`config.mk`:
```
export PLATFORM = sky130hd
export DESIGN_NAME = morse_symbol_sequencer
export DESIGN_NICKNAME = d
export VERILOG_FILES = /design/src/rtl/morse_symbol_sequencer.sv
export SDC_FILE = /design/constraint.sdc
export NUM_CORES = 1
export LEC_CHECK = 0
export ABC_AREA = 1
export BUFFER_PORTS_ARGS = -buffer_cell sky130_fd_sc_hd__buf_2
export CAP_MARGIN = 20
export CELL_PAD_IN_SITES_DETAIL_PLACEMENT = 0
export CELL_PAD_IN_SITES_GLOBAL_PLACEMENT = 2
export CORE_MARGIN = 2
export CORE_UTILIZATION = 37
export DETAILED_ROUTE_END_ITERATION = 6
export PLACE_DENSITY_LB_ADDON = 0.1
export SETUP_SLACK_MARGIN = 0.05
export SYNTH_ARGS = -nofsm -noshare
export SYNTH_HDL_FRONTEND = slang
export SYNTH_SLANG_ARGS = --single-unit
```
`constraint.sdc`:
```
create_clock -name clk -period 2.1 [get_ports clk]
set_clock_uncertainty 0.2 [all_clocks]
set_input_delay 0.21 -clock clk [delete_from_list [all_inputs] [get_ports clk]]
set_output_delay 0.21 -clock clk [all_outputs]
set_load 0.02 [all_outputs]
```
`src/rtl/morse_symbol_sequencer.sv`:
```
// Morse symbol sequencer: packs dot/dash pulses into symbols, times letter and word
// gaps in prescaled Morse units and hands tokens downstream over valid/ready.
module morse_symbol_sequencer #(
  parameter int TICK_DIV   = 1000000,
  parameter int LETTER_GAP = 3,
  parameter int WORD_GAP   = 7,
  parameter int MAX_ELEM   = 5
) (
  input  logic                clk,
  input  logic                reset_n,
  input  logic                key_in,
  input  logic                dot_in,
  input  logic                dash_in,
  output logic                sym_valid,
  input  logic                sym_ready,
  output logic [MAX_ELEM-1:0] sym_bits,
  output logic [2:0]          sym_len,
  output logic                sym_space,
  output logic                sym_err,
  output logic                drop_pulse
);

  localparam int UW = $clog2(TICK_DIV);
  localparam int GW = $clog2(WORD_GAP + 1);

  typedef enum logic [2:0] {
    S_IDLE      = 3'd0,
    S_COLLECT   = 3'd1,
    S_EMIT      = 3'd2,
    S_WAIT_WORD = 3'd3,
    S_SPACE     = 3'd4
  } state_t;

  state_t              state_q, state_d;
  logic [UW-1:0]       unit_cnt_q, unit_cnt_d;
  logic [GW-1:0]       gap_units_q, gap_units_d;
  logic [MAX_ELEM-1:0] acc_bits_q, acc_bits_d;
  logic [2:0]          acc_len_q, acc_len_d;
  logic                err_flag_q, err_flag_d;
  logic                sym_valid_q, sym_valid_d;
  logic [MAX_ELEM-1:0] sym_bits_q, sym_bits_d;
  logic [2:0]          sym_len_q, sym_len_d;
  logic                sym_space_q, sym_space_d;
  logic                sym_err_q, sym_err_d;
  logic                drop_pulse_q, drop_pulse_d;

  logic any_pulse, both_pulse, elem, accept;
  logic unit_wrap, gap_inc, letter_hit, word_hit, acc_full;
  logic start_sym, store_elem, overflow, drop;

  // A simultaneous dot+dash is never a valid element, but it still counts as activity.
  assign any_pulse  = dot_in | dash_in;
  assign both_pulse = dot_in & dash_in;
  assign elem       = any_pulse & ~both_pulse;
  assign accept     = sym_valid_q & sym_ready;
  assign unit_wrap  = (unit_cnt_q == UW'(TICK_DIV - 1));
  assign gap_inc    = ~key_in & ~any_pulse & unit_wrap & (gap_units_q != GW'(WORD_GAP));
  assign letter_hit = gap_inc & (gap_units_q == GW'(LETTER_GAP - 1));
  assign word_hit   = gap_inc & (gap_units_q == GW'(WORD_GAP - 1));
  assign acc_full   = (acc_len_q == 3'(MAX_ELEM));

  // State register and all datapath/output flops.
  always_ff @(posedge clk or negedge reset_n) begin
    if (!reset_n) begin
      state_q      <= S_IDLE;
      unit_cnt_q   <= '0;
      gap_units_q  <= '0;
      acc_bits_q   <= '0;
      acc_len_q    <= 3'd0;
      err_flag_q   <= 1'b0;
      sym_valid_q  <= 1'b0;
      sym_bits_q   <= '0;
      sym_len_q    <= 3'd0;
      sym_space_q  <= 1'b0;
      sym_err_q    <= 1'b0;
      drop_pulse_q <= 1'b0;
    end else begin
      state_q      <= state_d;
      unit_cnt_q   <= unit_cnt_d;
      gap_units_q  <= gap_units_d;
      acc_bits_q   <= acc_bits_d;
      acc_len_q    <= acc_len_d;
      err_flag_q   <= err_flag_d;
      sym_valid_q  <= sym_valid_d;
      sym_bits_q   <= sym_bits_d;
      sym_len_q    <= sym_len_d;
      sym_space_q  <= sym_space_d;
      sym_err_q    <= sym_err_d;
      drop_pulse_q <= drop_pulse_d;
    end
  end

  // Unit prescaler and saturating idle-unit counter; any key or pulse activity restarts both.
  always_comb begin
    unit_cnt_d  = unit_cnt_q;
    gap_units_d = gap_units_q;
    if (key_in || any_pulse) begin
      unit_cnt_d  = '0;
      gap_units_d = '0;
    end else if (unit_wrap) begin
      unit_cnt_d = '0;
      if (gap_inc) begin
        gap_units_d = gap_units_q + GW'(1);
      end else begin
        gap_units_d = gap_units_q;
      end
    end else begin
      unit_cnt_d = unit_cnt_q + UW'(1);
    end
  end

  // Next-state logic.
  always_comb begin
    state_d = state_q;
    case (state_q)
      S_IDLE: begin
        if (elem) state_d = S_COLLECT;
        else      state_d = S_IDLE;
      end
      S_COLLECT: begin
        if (letter_hit) state_d = S_EMIT;
        else            state_d = S_COLLECT;
      end
      S_EMIT: begin
        if (accept && elem) state_d = S_COLLECT;
        else if (accept)    state_d = S_WAIT_WORD;
        else                state_d = S_EMIT;
      end
      S_WAIT_WORD: begin
        // Gap may already be saturated if the letter sat unaccepted for a whole word gap.
        if (elem)                                                state_d = S_COLLECT;
        else if (word_hit || (gap_units_q == GW'(WORD_GAP)))     state_d = S_SPACE;
        else                                                     state_d = S_WAIT_WORD;
      end
      S_SPACE: begin
        if (accept && elem) state_d = S_COLLECT;
        else if (accept)    state_d = S_IDLE;
        else                state_d = S_SPACE;
      end
      default: state_d = S_IDLE;
    endcase
  end

  // Element accumulation, token loading and drop detection.
  always_comb begin
    start_sym    = elem & (state_d == S_COLLECT) & (state_q != S_COLLECT);
    store_elem   = elem & (state_q == S_COLLECT) & ~acc_full;
    overflow     = elem & (state_q == S_COLLECT) & acc_full;
    drop         = both_pulse | (elem & ((state_q == S_EMIT) || (state_q == S_SPACE)) & ~accept);
    acc_bits_d   = acc_bits_q;
    acc_len_d    = acc_len_q;
    err_flag_d   = err_flag_q;
    sym_valid_d  = sym_valid_q;
    sym_bits_d   = sym_bits_q;
    sym_len_d    = sym_len_q;
    sym_space_d  = sym_space_q;
    sym_err_d    = sym_err_q;
    drop_pulse_d = drop;

    if (start_sym) begin
      acc_bits_d = {{(MAX_ELEM-1){1'b0}}, dash_in};
      acc_len_d  = 3'd1;
      err_flag_d = 1'b0;
    end else if (store_elem) begin
      for (int i = 0; i < MAX_ELEM; i++) begin
        acc_bits_d[i] = (acc_len_q == 3'(i)) ? dash_in : acc_bits_q[i];
      end
      acc_len_d = acc_len_q + 3'd1;
    end else if (overflow) begin
      err_flag_d = 1'b1;
    end else begin
      acc_len_d = acc_len_q;
    end

    if ((state_q == S_COLLECT) && (state_d == S_EMIT)) begin
      sym_valid_d = 1'b1;
      sym_bits_d  = acc_bits_q;
      sym_len_d   = acc_len_q;
      sym_space_d = 1'b0;
      sym_err_d   = err_flag_q;
    end else if ((state_q == S_WAIT_WORD) && (state_d == S_SPACE)) begin
      sym_valid_d = 1'b1;
      sym_bits_d  = '0;
      sym_len_d   = 3'd0;
      sym_space_d = 1'b1;
      sym_err_d   = 1'b0;
    end else if (accept) begin
      sym_valid_d = 1'b0;
      sym_bits_d  = '0;
      sym_len_d   = 3'd0;
      sym_space_d = 1'b0;
      sym_err_d   = 1'b0;
    end else begin
      sym_valid_d = sym_valid_q;
    end
  end

  assign sym_valid  = sym_valid_q;
  assign sym_bits   = sym_bits_q;
  assign sym_len    = sym_len_q;
  assign sym_space  = sym_space_q;
  assign sym_err    = sym_err_q;
  assign drop_pulse = drop_pulse_q;

endmodule

```
Yosys cells after proc, flatten, opt, wreduce, memory -nomap -nowiden:

Cells that the tools add are included.

* reductions and logical operators: 25
* muxes and demuxes: 38
* bitwise operators: 22
* add/subtract/negate cells: 3
* equality and inequality tests: 19

Operators with widths (number)
* $mux 20: 2
* $mux 3: 12
* $mux 5: 5
* $add 20x1->20 const B: 1
* $eq 20x20->1 const B: 1
* $eq 3x2->1 const B: 6
* $eq 3x3->1 const B: 6
* $reduce_bool 2->1: 9
* $mux 1: 16
* $and 1x1->1: 15
* $pmux 3 s5: 1
* $reduce_and 2->1: 7
* $eq 3x1->1 const B: 3
* $add 3x1->3 const B: 2
* $logic_not 3->1: 2
* $not 1->1: 5
* $mux 2: 2
* $logic_and 1x1->1: 3
* $logic_or 1x1->1: 3
* $ne 3x1->1 const B: 1
* $ne 3x3->1 const B: 1
* $reduce_bool 3->1: 1
* $ne 2x2->1 const B: 1
* $or 1x1->1: 2

* register bits after elaboration: 47
* output and inout bits: 12
* word-level logic and storage cells: 123
* input bits: 6

Logic depth before layout (Yosys ltp):

Gate-level depths: netlist of run 1.

* depth in word-level cells: 15
* gate-level depth with buffers: 15
* depth with buffers taken out: 14

Worst setup path after synthesis of run 1:

OpenSTA, ideal clock, no wires.

* path type: register to register
* from: reg gap_units_q[1]
* to: reg sym_len_q[2], in the netlist sym_len[2]
* path slack: 0.216 ns
* buffers on the path: 1
* cell stages (with the launch flop): 12
* required time: 1.775 ns
* clock period less this slack: 1.884 ns
* data arrival time: 1.559 ns
* setup time: 0.125 ns
* cell sequence: dfrtp_1 > ha_1 > ha_1 > nor2_8 > nand4_2 > nand2_2 > nand3_2 > nand2_1 > inv_2 > buf_6 > nand3_2 > o21ai_1

* word-level cells in the longest chain between the ends: 11
* elaborated cells on any way between the ends: 19
* those cells by class: 6 x eq/ne; 6 x mux; 3 x bitwise; 4 x reduce/logical

RTL lines
* from (decl): line 36 `logic [GW-1:0] gap_units_q, gap_units_d;`
* from (signal assigned): line 80 `gap_units_q <= gap_units_d;`
* $ne 3x3->1: line 57 `assign gap_inc = ~key_in & ~any_pulse & unit_wrap & (gap_units_q != GW'(WORD_GAP));`
* $and 1x1->1: line 57
* $and 1x1->1: line 59 `assign word_hit = gap_inc & (gap_units_q == GW'(WORD_GAP - 1));`
* $logic_or 1x1->1: line 132 `else if (word_hit || (gap_units_q == GW'(WORD_GAP))) state_d = S_SPACE;`
* $mux 3: line 132
* $mux 3: line 131 `if (elem) state_d = S_COLLECT;`
* $pmux 3 s5 (*): line 115 `case (state_q)`
* $eq 3x3->1: line 181 `end else if ((state_q == S_WAIT_WORD) && (state_d == S_SPACE)) begin`
* $logic_and 1x1->1: line 181
* $mux 3: line 181
* $mux 3: line 175 `if ((state_q == S_COLLECT) && (state_d == S_EMIT)) begin`
* to (signal assigned): line 86 `sym_len_q <= sym_len_d;`
* to (decl): line 42 `logic [2:0] sym_len_q, sym_len_d;`

Mark *: on every way between the ends. The rest lies on a longest branch, timed or not.
A chain may end at the register's enable or synchronous reset.

Final worst setup path of run 1:

* from: reg unit_cnt_q[0]
* to: reg unit_cnt_q[18]

* word-level cells in the longest chain between the ends: 3
* elaborated cells on any way between the ends: 4
* those cells by class: 1 x add/sub; 1 x eq/ne; 2 x mux

RTL lines
* from (decl): line 35 `logic [UW-1:0] unit_cnt_q, unit_cnt_d;`
* from (signal assigned): line 79 `unit_cnt_q <= unit_cnt_d;`
* $add 20x1->20 or $eq 20x20->1 (tied branches): line 108, 56
* $mux 20 (*): line 100 `end else if (unit_wrap) begin`
* $mux 20 (*): line 97 `if (key_in || any_pulse) begin`
* net unit_cnt_d[18]: line 35

The timed path passes the listed nets; every way through them passes the cells marked *.

==> run summary, run 1 <==
The number of CTS-inserted buffers is 5. The count of antenna-violating nets left after detailed routing came out at 0. The H-tree was split into 2 levels. The synthesized netlist devotes 8.32% of its cell area to compound gates. The synthesis-to-finish area growth came out at 18.2%. The number of enable flip-flop cells after synthesis is 0. The netlist area before placement is 2620 sq um. The half-perimeter wire length after detailed placement came out at 4.39 mm. Synthesis produced a netlist with a net count of 323.

The final number of hold-violating endpoints is 0. The net switching fraction of the power came out at 30.8%. On the worst path, the slowest cell contributes a delay of 0.42 ns. For this design the total switching power over the nets is 0.608 mW. The number of clock sinks is 47. The dominant cell by count in the synthesized netlist is nand2_1. After detailed routing, the number of vias per cell comes to 4.68.

For this run the aggregate overflow at the end of global routing stands at 0. The internal portion of the total power is 1.37 mW. By area, the combinational part of the netlist is dominated by simple AND/OR/NAND/NOR gates.

The remaining routing DRC violations is 0. By count the netlist is led by nand2_1, dfrtp_1, inv_1. The static leakage is 1.46 nW.

TritonCTS built the clock tree. The net count of the finished layout is 361. The via count of the routed design came out at 2,066. The arrival time of the worst setup path is 1.92 ns. In this run the vertical extent of the chip is 88.1 microns. The final critical-path required period came out at 1.94 ns. At the end of routability-driven placement, the weighted congestion stood at 0.741.

For this design, the slowest cell found on the critical path is dfrtp_2. The signal on the critical path passes through ha_4 > nand3_4 > inv_2 > nand2_4 > nor2_4 > nand2_4 > nor2_4 > nand3_4 > nor2_4 > nand2_2 > o21ai_1 > a21oi_1. Setup repair after global routing could not meet its margin everywhere. The slack of the worst reg-to-reg path came out at 0.16 ns. The final count of pins violating max slew came out at 0. Of the total synthesized cell area, the portion taken by AND, OR, NAND and NOR gates is 33.0%. The portion of total power attributed to the clock network came out at 27.8%. STA classifies the critical path endpoint as a flop. The synthesized area per cell is 8.55 sq um.

The critical path required time is 2.09 ns. The site row count came out at 30. The violation count after the first detailed-routing iteration came out at 97. The clock insertion delay at the later pin of the skew report is 0.30 ns.

The area after detailed placement is 2860 sq um. During synthesis, Yosys emitted a total of 0 warnings. The routed design has 5.75 mm of wire. The tree is rooted in a clkbuf_8. The count of buffer and inverter cells on the critical path is 1. The share of the Yosys chip area taken by registers is 45.0%. The power after layout is 1.98 mW. The average wire length per cell after detail routing came out at 13.0 microns.

The repair_antennas step left the layout with diodes totalling 0. The area of all placed cells without fillers is 3090 sq um. The final total negative setup slack came out at 0 ns. The number of buffers on the longest clock path came out at 2. The kind of cell with the highest combined delay on the critical path is simple AND/OR/NAND/NOR gates. Clock-pin slew was measured on the worst setup and hold paths at 0.10 ns. The max-capacitance violation count is 0. The count of pins on the block boundary came out at 18. The flow ran to the end, and the final reports show no timing, DRC or antenna violations. The area of the core region came out at 6830 sq um. The share of the clock period used by the worst path after layout is 92.2%. The tightest min-delay check is of the in -> reg type. The total of flip-flops plus latches after synthesis came out at 47.

The async set-or-reset flop fraction in the synthesized netlist is 100%. Multiplexer cells account for 0% of the synthesized area. The sequential share of power is 53.1%. In the synthesized netlist the dominant register cell turns out to be dfrtp_1. The total power density per cell area is 639 nW/um^2. Summed over all instances, the cell type with the most area after synthesis is dfrtp_1. The number of endpoints failing setup at the final stage came out at 0.

The combinational cell fraction of total power is 19.1%. The first global-routing pass estimated 9.82 mm of wire. The die outline width came out at 88.1 microns. The area share of the largest cell type after synthesis came out at 45.0%.

For the pin with the worst max-slew slack, the measured transition is 0.495 ns. The maximum number of pins on one net before global-route repair is 29. The worst ir drop on vdd came out at 389 uV.

The startpoint class of the critical path is a flop. The remaining max-slew budget at the tightest pin is 67.0%. The count of unique library cells instantiated by Yosys came out at 39. The total global routing track utilization came out at 16.6%. Of the total synthesized cell area, the portion taken by XOR and XNOR cells is 1.34%. The count of mapped cells out of synthesis came out at 306. The via count of the first global-routing pass is 2,011. The top fanout value on the critical path is 4. Based on the critical path, the design can be clocked at up to 516 MHz.

The most frequent cell on the critical path is nor2_4. In the final layout, the share of cells above drive strength 1 is 25.8%. The startpoint-to-endpoint class of the critical path is reg -> reg. After synthesis, the cell types taking the most area are dfrtp_1, nand2_1, inv_1. Measured on the finished design, the core utilization comes to 45.3%. The synthesized-area fraction occupied by adder cells is 5.26%.

The number of I/O port buffers is 17. The number of antenna violations at the first check in global routing came out at 0. The first TritonRoute pass finished after 4 iterations. The total die area is 7760 sq um. The initial utilization of the core area, before any placement, comes to 38.3%.
[area by class of cell]
class                   instances  area, sq um
clock buffers                   6         72.6
multi-input cells             214         1310
well taps                      96          120
clock inverters                 2         12.5
inverters                      41          159
fillers                       706         3740
flip-flops and latches         47         1180
repair buffers                 35          238
[through the flow]
stage	worst slack, ns	cells	hold slack, ns
after CTS	0.0561	432	0.0659
after global placement	0.0679	422	0.0109
final	0.164	441	0.0746
after detailed placement	0.0466	422	0.0111
after floorplan	0.216	306	-0.286
after global routing	0.00653	441	0.0745
[worst paths after layout]
path / startpoint / to / cells past startpoint
setup reg to reg: unit_cnt_q[0] / unit_cnt_q[18] / 12
max in group asynchronous: reset_n / unit_cnt_q[0] / 3
setup / recovery: unit_cnt_q[0] / unit_cnt_q[18] / 12
hold / removal: dash_in / acc_bits_q[0] / 4
hold reg to reg: acc_bits_q[2] / sym_bits[2] / 2
min in group asynchronous: reset_n / unit_cnt_q[14] / 2
[what timing repair did]
item                       in CTS  in global routing
hold endpoints to repair       20                  0
pin swaps                       0                  6
setup endpoints to repair       4                 25
hold buffers                    2                  0
setup buffers                   0                  9
resized for setup               2                 19
[registers in the layout, summed over array words and instances (netlist names)]
name         cells
acc_bits_q       5
acc_len_q        3
drop_pulse       1
err_flag_q       1
gap_units_q      3
state_q          3
sym_bits         5
sym_err          1
sym_len          3
sym_space        1
sym_valid        1
unit_cnt_q      20
[per-layer routing]
| layer | GRT usage (%) | vias to the layer above | wire, microns |
|---|---|---|---|
| li1 | - | 1080 | - |
| met1 | 21.3 | 966 | 2720 |
| met2 | 28.4 | 15 | 2860 |
| met3 | 3.68 | 5 | 111 |
| met4 | 4.13 | 0 | 64 |
| met5 | 0 | - | 0 |
[power groups by stage]
stage / logic (mW) / clock network, mW / registers [mW]
2_1_floorplan: 0.277 / 0 / 1.05
6_report: 0.378 / 0.549 / 1.05
4_1_cts: 0.386 / 0.585 / 1.05
3_5_place_dp: 0.385 / 0 / 1.07
3_3_place_gp: 0.382 / 0 / 1.07
5_1_grt: 0.446 / 0.634 / 1.06
[worst reg2reg max path, delay by kind of cell (launching register included)]
kind            cells  cell delay [ns]
buf+inv             1             0.10
compound gates      2             0.17
flops               1             0.42
fa+ha+maj           1             0.16
simple gates        8             0.77
[layout by cell type (no fill, tap or decap), drive strengths merged]
cell type / instances
clkinvlp: 1
nand4: 11
ha: 11
a31oi: 1
dlygate4sd3: 2
nand2: 63
clkbuf: 6
dfrtp: 47
clkinv: 1
nand3: 33
o21ai: 20
nand3b: 1
o21bai: 1
nor3b: 1
or2: 3
a21oi: 17
buf: 33
inv: 41
nor4: 2
nor3: 6
o31ai: 1
xor2: 3
nor2: 39
xnor2: 1
[cell families after synthesis]
family / after synthesis
compound gates: 40
xor+xnor: 4
fa+ha+maj: 11
buf+inv: 45
flops: 47
simple gates: 159
No activity file was read; power rests on OpenSTA's default activity.
==> inputs of run 2 (changes only) <==
Settings changed: ABC_AREA 1 to default, CORE_UTILIZATION 37 to 38.
==> run summary, run 2 <==
The final total negative setup slack came out at -1.47 ns (-1.47 ns). The tightest min-delay check is of the in -> reg type. The initial core utilization came out at 39.6% (+1.3 points). The remaining routing DRC violations is 0 (unchanged). The number of endpoints failing setup at the final stage is 15 (+15).

The library cell used most frequently in the layout, excluding fill and tap cells, is dfrtp_1. The net count after synthesis is 278 (-14%). The area share of the largest cell type after synthesis came to 46.5% (+1.5 points). The fraction of final layout cells sized beyond drive strength 1 is 28.7% (+2.9 points). The startpoint class of the critical path is a flop. The register area share after synthesis is 46.5% (+1.5 points). For this run, the leading register cell type out of synthesis is dfrtp_1. The top fanout value on the critical path is 7 (+3). The count of unique library cells instantiated by Yosys is 45 (+15%).

The worst setup path is captured at a flop. The netlist area before placement is 2530 sq um (-3.3%). The count of pins on the block boundary came to 18 (unchanged).

The count of non-filler cells in the finished layout came to 401 (-9.1%). The detailed-route wire length is 5.73 mm (-0.38%). The half-perimeter wire length after detailed placement came out at 4.25 mm (-3.3%). The critical path required time came out at 2.14 ns (+0.05 ns). The total of flip-flops plus latches after synthesis came out at 47 (unchanged). The top cell types in the final layout, fill and taps aside, are dfrtp_1, buf_4, nor2_1. The die outline width is 85.6 microns (-2.8%). The synthesis-to-finish area growth is 28.9%. The first-pass detailed-route iteration total came out at 4 (unchanged).

The area of the core region is 6390 sq um (-6.5%). The power after layout is 2.00 mW (+1.0%). The number of enable flip-flop cells after synthesis came out at 0 (unchanged). The worst hold margin was 0.0445 ns (-0.0301 ns).

The flip-flop and latch area is 1180 sq um (-0.42%). The number of clock sinks came out at 47 (unchanged). The worst slack at placement is -0.161 ns (-0.208 ns). The number of buffers on the longest clock path is 2 (unchanged). Sorting the synthesized cells by area gives the leading types as dfrtp_1, ha_1, xnor2_1. After synthesis, the most frequently instantiated cells are dfrtp_1, nor2_1, nand3_1. The fraction of synthesized area in multiplexers is 2.03% (+2.0 points). The count of antenna-violating nets left after detailed routing came out at 0 (unchanged). The number of CTS-inserted buffers came out at 5 (unchanged). The peak clock frequency supported by timing came out at 449 MHz (-13%). The fraction of synthesized cell area in xor and xnor cells came out at 5.89% (+4.5 points). The global-route wire length before repair came out at 9.75 mm (-0.70%). The clock-pin slew on the worst setup and hold paths came out at 0.10 ns (about the same). The final critical-path required period came out at 2.23 ns (+0.291 ns). The final critical-path setup slack came out at -0.127 ns (-0.291 ns). The checks that failed: negative setup slack. The share of the clock period used by the worst path after layout is 106% (+14 points). The via count of the routed design is 2,091 (+1.2%). The max-capacitance violation count is 0 (unchanged). The violation count after the first detailed-routing iteration came out at 63 (-35%). The area of combinational cells with multiple inputs is 1330 sq um (+1.4%). The synthesis warning total came out at 0 (unchanged).

The post-layout utilization of the core came out at 51.1% (+5.8 points). The number of I/O port buffers is 17 (unchanged). The number of antenna violations at the first check in global routing came out at 0 (unchanged). The final number of hold-violating endpoints is 0 (unchanged).

The slew at the pin closest to its max-slew limit is 0.582 ns (+0.0865 ns). The net count of the finished layout came out at 340 (-5.8%). The area of all placed cells without fillers is 3260 sq um (+5.5%). The number of vias per cell after detailed routing came out at 5.21 (+11%). The remaining max-slew budget at the tightest pin is 61.2% (-5.8 points).

The maximum level of the CTS H-tree came to 2 (unchanged). The total power density per cell area is 612 nW/um^2 (-4.2%). The static leakage is 1.48 nW (+1.6%).

The synthesized area per cell came to 9.69 sq um (+13%). The flow ran to the end, but the final reports show violations. The synthesized-area fraction occupied by adder cells is 5.44% (+0.18 points). The average wire length per cell after detail routing is 14.3 microns (+9.6%).

The number of flip-flops under the largest register name was 20 (unchanged). Setup repair after global routing could not meet its margin everywhere. The number of inserted filler cells in the final layout came out at 590 (-16%).

The count of mapped cells out of synthesis is 261 (-15%). The startpoint-to-endpoint class of the critical path is reg -> reg. The final count of pins violating max slew is 0 (unchanged). After synthesis, the largest family of logic cells by area is simple AND/OR/NAND/NOR gates.

The worst ir drop on vdd came out at 339 uV (-13%). The async set-or-reset flop fraction in the synthesized netlist is 100% (unchanged). The root buffer cell is clkbuf_8.

The compound-gate portion of the synthesized area is 11.8% (+3.5 points). TritonCTS built the clock tree. The clock insertion delay at the later pin of the skew report came out at 0.32 ns (+0.02 ns).

The total die area came to 7330 sq um (-5.6%). The routability-driven placement congestion ratio is 0.780 (+5.2%). The simple-gate area share of the yosys netlist came out at 24.2% (-8.8 points). The area after detailed placement is 3030 sq um (+6.1%). dfrtp_1 is the most common cell in the netlist. The via count of the first global-routing pass is 2,025 (+0.70%). The y dimension of the die was 85.6 microns (-2.8%). The number of antenna repair diodes came to 0 (unchanged).

The biggest area contributor in the post-synthesis netlist is dfrtp_1. The slack of the worst reg-to-reg path is -0.13 ns (-0.29 ns). The final global-route overflow total is 0 (unchanged). The maximum number of pins on one net before global-route repair is 25 (-14%). The total global routing track utilization is 16.8% (+0.25 points). The number of instances in the placed design came out at 386 (-8.5%). The register with the most flip-flops in the final layout is unit_cnt_q. The site row count is 29 (-3.3%). The arrival time of the worst setup path is 2.27 ns (+0.35 ns).
## run 2: cell types whose count changed after synthesis, moves of 5 or more
cell / before / now
inv_1: 37 / 14
nand2_1: 57 / 15
nand3_2: 7 / 0
nor2_4: 5 / 0
a21oi_1: 14 / 9
xnor2_1: 1 / 14
o2bb2ai_1: 0 / 9
clkbuf_1: 0 / 7
nand2_2: 5 / 0
nand2b_1: 0 / 7
## run 2: logic make-up after synthesis
family / count (synthesis)
DFF: 47
AOI/OAI and AO/OA: 42
adders and majority gates: 11
and+or+nand+nor: 114
buffers and inverters: 25
xor gates and xnor gates: 17
muxes: 5
## run 2: repair_timing
action                                  4_1_cts  5_1_grt
endpoints found under the hold margin        23        0
endpoints found under the setup margin       33       36
pin swaps                                     5        7
gates resized for setup                       4       14
gates cloned                                  0        1
hold buffers                                  1        0
buffers inserted                              1        4
## run 2: layout make-up
class | instances | share of cell area, %
Sequential cell | 47 | 36.1
Clock buffer | 5 | 2.11
Tap cell | 77 | 2.95
Clock inverter | 3 | 0.844
Inverter | 14 | 1.61
Timing Repair Buffer | 66 | 15.7
Multi-Input combinational cell | 189 | 40.7
## run 2: where the power goes
part	switching (mW)	internal, mW	leakage, nW
Sequential	0.0772	0.990	0.632
Clock	0.362	0.248	0.0467
Combinational	0.177	0.143	0.805
Total	0.616	1.38	1.48
## run 2: worst paths after layout
check                                     end  cells after the start           from
worst max-delay path               state_q[2]                      4  unit_cnt_q[7]
worst min-delay path               state_q[1]                      3      sym_ready
worst max register to register     state_q[2]                      4  unit_cnt_q[7]
worst min register to register        sym_err                      1     err_flag_q
max in group asynchronous       unit_cnt_q[6]                      3        reset_n
min in group asynchronous         sym_bits[1]                      2        reset_n
## run 2: worst max-delay path, stage by stage (launching register included)
cell,delay (ns)
dfrtp_1,0.39
or4b_4,0.53
or4_4,0.51
or3_4,0.40
a31oi_2,0.12
## run 2: layer usage
layer / vias up / GRT usage [%] / wire, microns / part of all wire, %
met5: - / 0 / 0 / 0
met4: 0 / 6.35 / 97 / 1.7
met3: 8 / 3.08 / 161 / 2.8
met2: 23 / 28.5 / 2890 / 50
met1: 1010 / 21.5 / 2580 / 45
li1: 1050 / - / - / -
